`config.mk`:
```
export PLATFORM = sky130hd
export DESIGN_NAME = mem_access_ctrl
export DESIGN_NICKNAME = d
export VERILOG_FILES = /design/src/rtl/mem_access_ctrl_pkg.sv /design/src/rtl/lsu_lane_align.sv /design/src/rtl/mem_access_ctrl.sv
export SDC_FILE = /design/constraint.sdc
export NUM_CORES = 1
export LEC_CHECK = 0
export CAP_MARGIN = 20
export CORE_MARGIN = 2
export CORE_UTILIZATION = 48
export DETAILED_ROUTE_END_ITERATION = 12
export PLACE_DENSITY = 0.83
export SYNTH_ARGS = -nofsm -noshare
export SYNTH_HDL_FRONTEND = slang
export SYNTH_SLANG_ARGS = --single-unit
```
`constraint.sdc`:
```
create_clock -name clk -period 3.9 [get_ports clk]
set_input_delay 0.39 -clock clk [delete_from_list [all_inputs] [get_ports clk]]
set_output_delay 0.39 -clock clk [all_outputs]
set_load 0.02 [all_outputs]
```
`src/rtl/mem_access_ctrl_pkg.sv`:
```
// Shared definitions for the load/store sequencer.
// Holds memory command codes, RV32I load/store width codes, response
// error codes and the sequencer state encoding.
package mem_access_ctrl_pkg;

  localparam logic MEM_CMD_READ  = 1'b0;
  localparam logic MEM_CMD_WRITE = 1'b1;

  localparam logic [2:0] F3_B  = 3'b000;
  localparam logic [2:0] F3_H  = 3'b001;
  localparam logic [2:0] F3_W  = 3'b010;
  localparam logic [2:0] F3_BU = 3'b100;
  localparam logic [2:0] F3_HU = 3'b101;

  localparam logic [1:0] ERR_NONE     = 2'd0;
  localparam logic [1:0] ERR_MISALIGN = 2'd1;
  localparam logic [1:0] ERR_TIMEOUT  = 2'd2;
  localparam logic [1:0] ERR_ILLEGAL  = 2'd3;

  typedef enum logic [1:0] {
    ST_IDLE   = 2'd0,
    ST_ACCESS = 2'd1,
    ST_RESP   = 2'd2
  } state_t;

endpackage

```
`src/rtl/lsu_lane_align.sv`:
```
// Combinational byte-lane logic for the load/store sequencer.
// Ports:
//   cmd        - 0 load, 1 store
//   funct3     - RV32I width/sign code
//   offset     - byte offset within the word (addr[1:0])
//   wdata      - right-justified store data
//   load_word  - raw word returned by memory
//   illegal    - funct3 not valid for cmd
//   misaligned - halfword/word access not naturally aligned
//   mask       - byte write mask (0 for loads)
//   write_data - store data shifted into its lanes, unused lanes 0
//   load_data  - extracted and extended load result
module lsu_lane_align (
  input  logic        cmd,
  input  logic [2:0]  funct3,
  input  logic [1:0]  offset,
  input  logic [31:0] wdata,
  input  logic [31:0] load_word,
  output logic        illegal,
  output logic        misaligned,
  output logic [3:0]  mask,
  output logic [31:0] write_data,
  output logic [31:0] load_data
);
  import mem_access_ctrl_pkg::*;

  logic [4:0]  bit_shift;
  logic [31:0] lane_word;

  assign bit_shift = {offset, 3'b000};
  // Bring the addressed byte/halfword down to bit 0 for extraction.
  assign lane_word = load_word >> bit_shift;

  always_comb begin
    illegal    = 1'b0;
    misaligned = 1'b0;
    mask       = '0;
    write_data = '0;
    load_data  = '0;
    if (cmd == MEM_CMD_WRITE) begin
      case (funct3)
        F3_B: begin
          mask       = 4'b0001 << offset;
          write_data = {24'b0, wdata[7:0]} << bit_shift;
        end
        F3_H: begin
          misaligned = offset[0];
          mask       = 4'b0011 << offset;
          write_data = {16'b0, wdata[15:0]} << bit_shift;
        end
        F3_W: begin
          misaligned = |offset;
          mask       = 4'b1111;
          write_data = wdata;
        end
        default: illegal = 1'b1;
      endcase
    end else begin
      case (funct3)
        F3_B:  load_data = {{24{lane_word[7]}}, lane_word[7:0]};
        F3_BU: load_data = {24'b0, lane_word[7:0]};
        F3_H: begin
          misaligned = offset[0];
          load_data  = {{16{lane_word[15]}}, lane_word[15:0]};
        end
        F3_HU: begin
          misaligned = offset[0];
          load_data  = {16'b0, lane_word[15:0]};
        end
        F3_W: begin
          misaligned = |offset;
          load_data  = load_word;
        end
        default: illegal = 1'b1;
      endcase
    end
  end

endmodule

```
`src/rtl/mem_access_ctrl.sv`:
```
// Load/store sequencer between execute stage and the mem block.
// Accepts one request (req_*), checks legality/alignment, drives the mem
// enable/cmd/valid protocol with a timeout, and returns one response (resp_*).
// Ports:
//   clk, reset_n            - clock, async active-low reset
//   req_valid/req_ready     - request handshake; req_cmd/funct3/addr/wdata/rd payload
//   resp_valid/resp_ready   - response handshake; resp_rdata/rd/err payload
//   mem_addr/mask/enable/cmd/write_data - registered access to mem
//   mem_load_data/mem_valid - mem completion and read data
module mem_access_ctrl #(
  parameter int unsigned TIMEOUT_CYCLES = 64,
  parameter int unsigned TIMEOUT_W      = 7
) (
  input  logic        clk,
  input  logic        reset_n,
  input  logic        req_valid,
  output logic        req_ready,
  input  logic        req_cmd,
  input  logic [2:0]  req_funct3,
  input  logic [31:0] req_addr,
  input  logic [31:0] req_wdata,
  input  logic [4:0]  req_rd,
  output logic        resp_valid,
  input  logic        resp_ready,
  output logic [31:0] resp_rdata,
  output logic [4:0]  resp_rd,
  output logic [1:0]  resp_err,
  output logic [31:0] mem_addr,
  output logic [3:0]  mem_mask,
  output logic        mem_enable,
  output logic        mem_cmd,
  output logic [31:0] mem_write_data,
  input  logic [31:0] mem_load_data,
  input  logic        mem_valid
);
  import mem_access_ctrl_pkg::*;

  localparam logic [TIMEOUT_W-1:0] TIMEOUT_LAST = TIMEOUT_W'(TIMEOUT_CYCLES - 1);

  state_t               state;
  logic                 cmd_q;
  logic [2:0]           funct3_q;
  logic [1:0]           offset_q;
  logic [TIMEOUT_W-1:0] timeout_cnt;

  logic        is_idle;
  logic        al_cmd;
  logic [2:0]  al_funct3;
  logic [1:0]  al_offset;
  logic        al_illegal;
  logic        al_misaligned;
  logic [3:0]  al_mask;
  logic [31:0] al_write_data;
  logic [31:0] al_load_data;

  assign is_idle   = (state == ST_IDLE);
  assign req_ready = reset_n && is_idle;

  // One lane aligner serves both phases: it decodes the incoming request
  // while idle and extracts load data from the latched request afterwards.
  assign al_cmd    = is_idle ? req_cmd          : cmd_q;
  assign al_funct3 = is_idle ? req_funct3       : funct3_q;
  assign al_offset = is_idle ? req_addr[1:0]    : offset_q;

  lsu_lane_align u_lane_align (
    .cmd        (al_cmd),
    .funct3     (al_funct3),
    .offset     (al_offset),
    .wdata      (req_wdata),
    .load_word  (mem_load_data),
    .illegal    (al_illegal),
    .misaligned (al_misaligned),
    .mask       (al_mask),
    .write_data (al_write_data),
    .load_data  (al_load_data)
  );

  always_ff @(posedge clk or negedge reset_n) begin
    if (!reset_n) begin
      state          <= ST_IDLE;
      cmd_q          <= 1'b0;
      funct3_q       <= '0;
      offset_q       <= '0;
      timeout_cnt    <= '0;
      resp_valid     <= 1'b0;
      resp_rdata     <= '0;
      resp_rd        <= '0;
      resp_err       <= ERR_NONE;
      mem_addr       <= '0;
      mem_mask       <= '0;
      mem_enable     <= 1'b0;
      mem_cmd        <= 1'b0;
      mem_write_data <= '0;
    end else begin
      case (state)
        ST_IDLE: begin
          if (req_valid) begin
            cmd_q       <= req_cmd;
            funct3_q    <= req_funct3;
            offset_q    <= req_addr[1:0];
            resp_rd     <= req_rd;
            resp_rdata  <= '0;
            timeout_cnt <= '0;
            if (al_illegal) begin
              resp_err   <= ERR_ILLEGAL;
              resp_valid <= 1'b1;
              state      <= ST_RESP;
            end else if (al_misaligned) begin
              resp_err   <= ERR_MISALIGN;
              resp_valid <= 1'b1;
              state      <= ST_RESP;
            end else begin
              resp_err       <= ERR_NONE;
              mem_addr       <= {req_addr[31:2], 2'b00};
              mem_mask       <= al_mask;
              mem_cmd        <= req_cmd;
              mem_write_data <= al_write_data;
              mem_enable     <= 1'b1;
              state          <= ST_ACCESS;
            end
          end
        end
        ST_ACCESS: begin
          // Completion is checked first so a late mem_valid on the final
          // timeout cycle still counts as success.
          if (mem_valid) begin
            mem_enable <= 1'b0;
            resp_rdata <= (cmd_q == MEM_CMD_READ) ? al_load_data : '0;
            resp_err   <= ERR_NONE;
            resp_valid <= 1'b1;
            state      <= ST_RESP;
          end else if (timeout_cnt == TIMEOUT_LAST) begin
            mem_enable <= 1'b0;
            resp_err   <= ERR_TIMEOUT;
            resp_valid <= 1'b1;
            state      <= ST_RESP;
          end else begin
            timeout_cnt <= timeout_cnt + 1'b1;
          end
        end
        ST_RESP: begin
          if (resp_ready) begin
            resp_valid <= 1'b0;
            state      <= ST_IDLE;
          end
        end
        default: state <= ST_IDLE;
      endcase
    end
  end

endmodule

```
## Word-level counts from Yosys, hierarchy flattened

Index checks and enable logic that the tools add are counted.

| storage, ports and cells | value |
|---|---|
| register bits | 123 |
| bits in latches | 0 |
| memory bits (writable) | 0 |
| bits in read-only memories | 0 |
| bits of input ports | 110 |
| logic and storage cells | 103 |
| memories | 0 |

| operators by class | value |
|---|---|
| add/subtract/negate cells | 1 |
| $mul | 0 |
| div/mod/pow operators | 0 |
| order comparisons | 0 |
| equality and inequality tests | 16 |
| shift-type cells | 5 |
| muxes and demuxes | 48 |
| bitwise operators | 2 |
| reduce and logical (&&, ||, !) cells | 17 |

Operators by type and width:

| cell | count |
|---|---|
| $mux 32 | 5 |
| $pmux 32 s5 | 1 |
| $pmux 32 s3 | 1 |
| $pmux 32 s2 | 1 |
| $shl 16x5->32 | 1 |
| $shl 8x5->32 | 1 |
| $shr 32x5->16 | 1 |
| $mux 7 | 3 |
| $mux 2 | 10 |
| $mux 1 | 17 |
| $ne 2x2->1 const B | 7 |
| $pmux 7 s2 | 1 |
| $pmux 4 s3 | 1 |
| $reduce_and 5->1 | 2 |
| $reduce_and 3->1 | 3 |
| $reduce_and 4->1 | 2 |
| $add 7x1->7 const B | 1 |
| $eq 7x6->1 const B | 1 |
| $eq 3x3->1 const B | 2 |
| $pmux 1 s2 | 3 |
| $pmux 2 s3 | 1 |
| $reduce_or 5->1 | 1 |
| $mux 4 | 1 |
| $pmux 2 s2 | 1 |
| 19 further kinds | 21 |

## Logic depth before layout (Yosys ltp)

| logic depth | value |
|---|---|
| depth after elaboration | 10 |
| mapped depth | 10 |
| depth with buffers taken out | 6 |

## Modules after synthesis

From an unflattened synthesis, not the netlist that was laid out.

| second synthesis, totals | value |
|---|---|
| cells, all modules | 655 |
| area total of the unflattened synthesis | 6386.1 um2 |

By module, submodules not included:

| module | instances | cells each | area an instance (um2) |
|---|---|---|---|
| mem_access_ctrl | 1 | 407 | 4956.0 |
| lsu_lane_align | 1 | 248 | 1430.1 |

## Least setup slack after synthesis

Ideal clock, no wire load.

| timing | value |
|---|---|
| path type | reg-to-reg |
| from | reg state[1] |
| to | reg mem_write_data[28] |
| setup time | 0.126 ns |
| arrival time | 2.112 ns |
| required time | 3.774 ns |
| slack | 1.662 ns |
| cell stages (with the launch flop) | 10 |
| clock period less this slack | 2.238 ns |
| cell sequence | dfrtp_1 or2_1 clkbuf_1 a21o_1 buf_2 a21oi_1 nand2_1 buf_2 buf_2 a221o_1 |

| on the way | value |
|---|---|
| cells in the longest elaborated chain, start to end | 8 |
| elaborated cells on any way between the ends | 26 |
| those cells by class | eq/ne (4); shift (2); mux (11); bitwise (2); reduce/logical (7) |

Ends and longest elaborated chain:

| element | RTL line | RTL |
|---|---|---|
| start, declared | mem_access_ctrl.sv:40 | `state_t state;` |
| start signal, assigned | mem_access_ctrl.sv:80 | `state <= ST_IDLE;` |
| start signal, assigned | mem_access_ctrl.sv:107 | `state <= ST_RESP;` |
| start signal, assigned | mem_access_ctrl.sv:111 | `state <= ST_RESP;` |
| $logic_not 2->1 * | mem_access_ctrl.sv:56, mem_access_ctrl.sv:95 |  |
| branches (longest 7 deep; another with $shl 16x5->32) | n/a |  |
| end signal, assigned | mem_access_ctrl.sv:117 | `mem_write_data <= al_write_data;` |
| end, declared | mem_access_ctrl.sv:32 | `output logic [31:0] mem_write_data,` |

Mark *: on every way between the ends.
A chain may end at the register's enable or synchronous reset.

## Worst setup path in the final report

| timing | value |
|---|---|
| from | reg state[1] |
| to | reg resp_rdata[2] |

| on the way | value |
|---|---|
| cells in the longest elaborated chain, start to end | 8 |
| elaborated cells on any way between the ends | 20 |
| those cells by class | eq/ne (7); shift (1); mux (8); reduce/logical (4) |

Ends and longest elaborated chain:

| element | RTL line | RTL |
|---|---|---|
| $logic_not 2->1 | mem_access_ctrl.sv:56, mem_access_ctrl.sv:95 |  |
| $mux 2 or $mux 3 (tied branches) | mem_access_ctrl.sv:63, mem_access_ctrl.sv:62 |  |
| $shr 32x5->16, or another cell as far along | lsu_lane_align.sv:32 | `assign lane_word = load_word >> bit_shift;` |
| $pmux 32 s5 | lsu_lane_align.sv:59 | `case (funct3)` |
| $mux 32 | lsu_lane_align.sv:40 | `if (cmd == MEM_CMD_WRITE) begin` |
| $mux 32 | mem_access_ctrl.sv:128 | `resp_rdata <= (cmd_q == MEM_CMD_READ) ? al_load_data : '0;` |
| $mux 32 | mem_access_ctrl.sv:126 | `if (mem_valid) begin` |
| $pmux 32 s2 | mem_access_ctrl.sv:95 | `case (state)` |
| end signal, assigned | mem_access_ctrl.sv:128 |  |
| end, declared | mem_access_ctrl.sv:25 | `output logic [31:0] resp_rdata,` |

Parallel ways exist; a longest one is shown, timed or not. The select of a mux whose other input is x is not followed.

==> results.toml <==
[run_status]
status = "finished, final reports clean"

[placed_design]
dpl_cell_area_sq_mm = 0.00825
routabilityCongestion = 0.962
io_buffers = 218
pre_cts_slack_ns = 0.714
hpwl_mm = 14.1

[die]
start_util_pct = 49.3
dieWidth_microns = 115
io_pins = 221
rows = 40
dieArea_sq_mm = 0.0133
die_h_microns = 115
design.core.area_sq_mm = 0.0121

[setup_path]
slowest_delay_ns = 0.74
crit_path_end_kind = "flip-flop"
cp.required_ns = 4.20
crit_type = "flip-flop to flip-flop"
crit_arrival_ns = 3.61
cp-start-kind = "flip-flop"
cp_cell_sequence = "nor2_2 > mux2i_1 > o21ai_1 > a221o_1 > a32o_1"
cpMaxStageDelayCell = "mux2i_1"
path_max_fanout = 17

[timing]
finalCritPeriodShare_pct = 84.8
slew_viol_final = 0
fmax_mhz = 302
setup_violations = 0
finalHoldViolations = 0
tightest_slew_ns = 0.958
post-route-min-period_ns = 3.31
timing.final.ws_setup_ns = 0.593
slew_headroom_pct = 35.7
hold_ws_ns = 0.175
rsz0062_at_grt = "no"
fin_skew_ns = 0.00699
final.setup.tns_ns = 0

[clock_tree]
clockBufferDepth = 2
postCtsSetupRepairBufs = 0
clkTransAtPathRegs_ns = 0.06
clk_root_buffer_cell = "clkbuf_16"
numCtsBuffers = 17
clock-sinks = 123
cts_tree = "built"
htreeDepth = 4
clk_latency_ns = 0.42
cts_resized = 0
hold_buffers = 0

[final_layout]
area_growth_pct = 49.1
n_fill_cell = 841
layout.area.seq_sq_mm = 0.00308
design_area_sq_mm = 0.00887
num_antenna_cells = 0
finalNetCount = 893
layout-drive-gt1-share_pct = 7.42
multiInputGateArea_sq_mm = 0.00268

[power_and_ir_drop]
power_mw = 7.27
p_per_area_mw_per_mm2 = 819
leakage_nw = 3.80
ir_drop_mv = 0.477

[synthesis]
ys_ff_latch = 123
synth_area_leaders = "dfrtp_1 (52%), nand2_1 (7.3%), mux2_1 (5.9%)"
syn-cell-area_sq_mm = 0.00595
synth_top_area_share_pct = 51.7
synthCells = 572
syn_area_per_cell_sq_um = 10.4
synth_cell_types = 64
ys_seq_area_share_pct = 51.7
yosysWarnings = 0
synth_area_leader_cell = "dfrtp_1"
synth-edff-count = 0
synth_ff_type = "dfrtp_1"
synthArstFlopShare_pct = 100

[detailed_routing]
num_vias = 5766
drt-initial-drc-count = 777
routed_wl_mm = 19.6
wl_per_cell_microns = 20.4
ant_nets = 0
first_pass_iters = 7
vias_per_cell = 5.99
route.detailed.drc = 0

[min_path]
hold_class = "input port to async pin"

[global_routing]
grt_pass1_vias = 5835
antenna_found_initial = 0
grt_pass1_wl_mm = 30.3
grt.overflow.total = 0
grt_max_degree = 70
grt.total_usage_pct = 29.6

[job]
maxCapViolCount = 0
cells in the final DEF (no fill, tap or decap), types with 8 or more instances in the layout:
cell type | netlist | layout
clkdlybuf4s50_1 | 0 | 217
dfrtp_1 | 123 | 123
nand2_1 | 115 | 114
a21oi_1 | 35 | 35
a221o_1 | 31 | 31
mux2_1 | 31 | 31
nand3_1 | 24 | 24
a22oi_1 | 20 | 20
nor2_1 | 20 | 20
clkbuf_16 | 0 | 17
o21ai_1 | 11 | 11
buf_4 | 4 | 10
a22o_1 | 9 | 9
o221ai_1 | 9 | 9
a32o_1 | 8 | 8
logic make-up after synthesis:
logic type      count (synthesis)  synth area share, %
simple gates                  197                 15.3
compound gates                164                 21.5
flops                         123                 51.7
buf+inv                        43                 3.36
mux                            38                 7.09
xor+xnor                        5                0.736
fa+ha+maj                       1                0.210
other cells                     1               0.0630
worst max-delay path: cells and delay by family, from the launching register on:
kind / cells / cell delay, ns
AND/OR/NAND/NOR: 1 / 0.59
multiplexers: 1 / 0.74
flip-flops: 1 / 0.57
AO/OA/AOI/OAI: 3 / 1.27
final cells by class:
type / instances / area share (%)
flip-flops and latches: 123 / 34.7
clock buffers: 22 / 5.46
inverters: 4 / 0.169
multi-input cells: 407 / 30.2
well taps: 168 / 2.37
repair buffers: 229 / 25.9
clock inverters: 10 / 1.28
routing by layer:
metal	global-route usage [%]	wire length, microns	vias to the layer above
li1	-	-	2557
met2	50.3	9990	338
met3	7.70	1680	52
met1	35.9	7410	2819
met5	0	0	-
met4	12.5	542	0
synthesized netlist by cell type, types with 2 or more instances:
library cell	instances
nor3b_1	2
a22oi_1	20
xor2_1	4
a32o_1	8
a222oi_1	4
nand2b_1	3
a31oi_1	2
nand4_1	6
and2_1	4
a211o_1	4
o21ai_0	7
a21oi_1	35
buf_4	4
o311ai_1	2
o21ai_1	11
buf_2	19
a22o_1	9
nand3b_1	2
clkbuf_1	15
nand2_1	115
nor2_1	20
mux2_1	31
a21o_1	6
inv_1	4
nand3_1	24
nor2b_1	2
or3_1	6
o221ai_1	9
mux2i_1	5
a221o_1	31
o31a_1	2
dfrtp_1	123
mux2_2	2
stage by stage:
step                cells  util, %
finish                963     73.6
global route          963     73.6
CTS                   962     73.3
detailed placement    930     68.4
global placement      930     68.4
floorplan             573        -
sequential cells by signal, summed over array words and instances (netlist names), 2 cells and up:
signal	count
mem_addr	30
resp_err	2
offset_q	2
timeout_cnt	7
resp_rd	5
funct3_q	3
mem_mask	4
state	2
mem_write_data	32
resp_rdata	32
power breakdown:
| group | internal, mW | total [mW] | switching [mW] |
|---|---|---|---|
| clock | 1.01 | 1.58 | 0.578 |
| combinational | 1.57 | 3.59 | 2.02 |
| sequential | 1.74 | 2.09 | 0.346 |
worst paths after layout:
| path | depth (start not counted) | slack, ns | to | start |
|---|---|---|---|---|
| min | 2 | 0.18 | mem_mask[2] | reset_n |
| min reg2reg | 2 | 0.48 | mem_cmd | mem_cmd |
| min in group clk | 2 | 0.48 | mem_cmd | mem_cmd |
| max | 5 | 0.59 | resp_rdata[2] | state[1] |
| max reg2reg | 5 | 0.59 | resp_rdata[2] | state[1] |
| max in group asynchronous | 3 | 2.41 | timeout_cnt[3] | reset_n |
(Power assumes the default switching activity.)
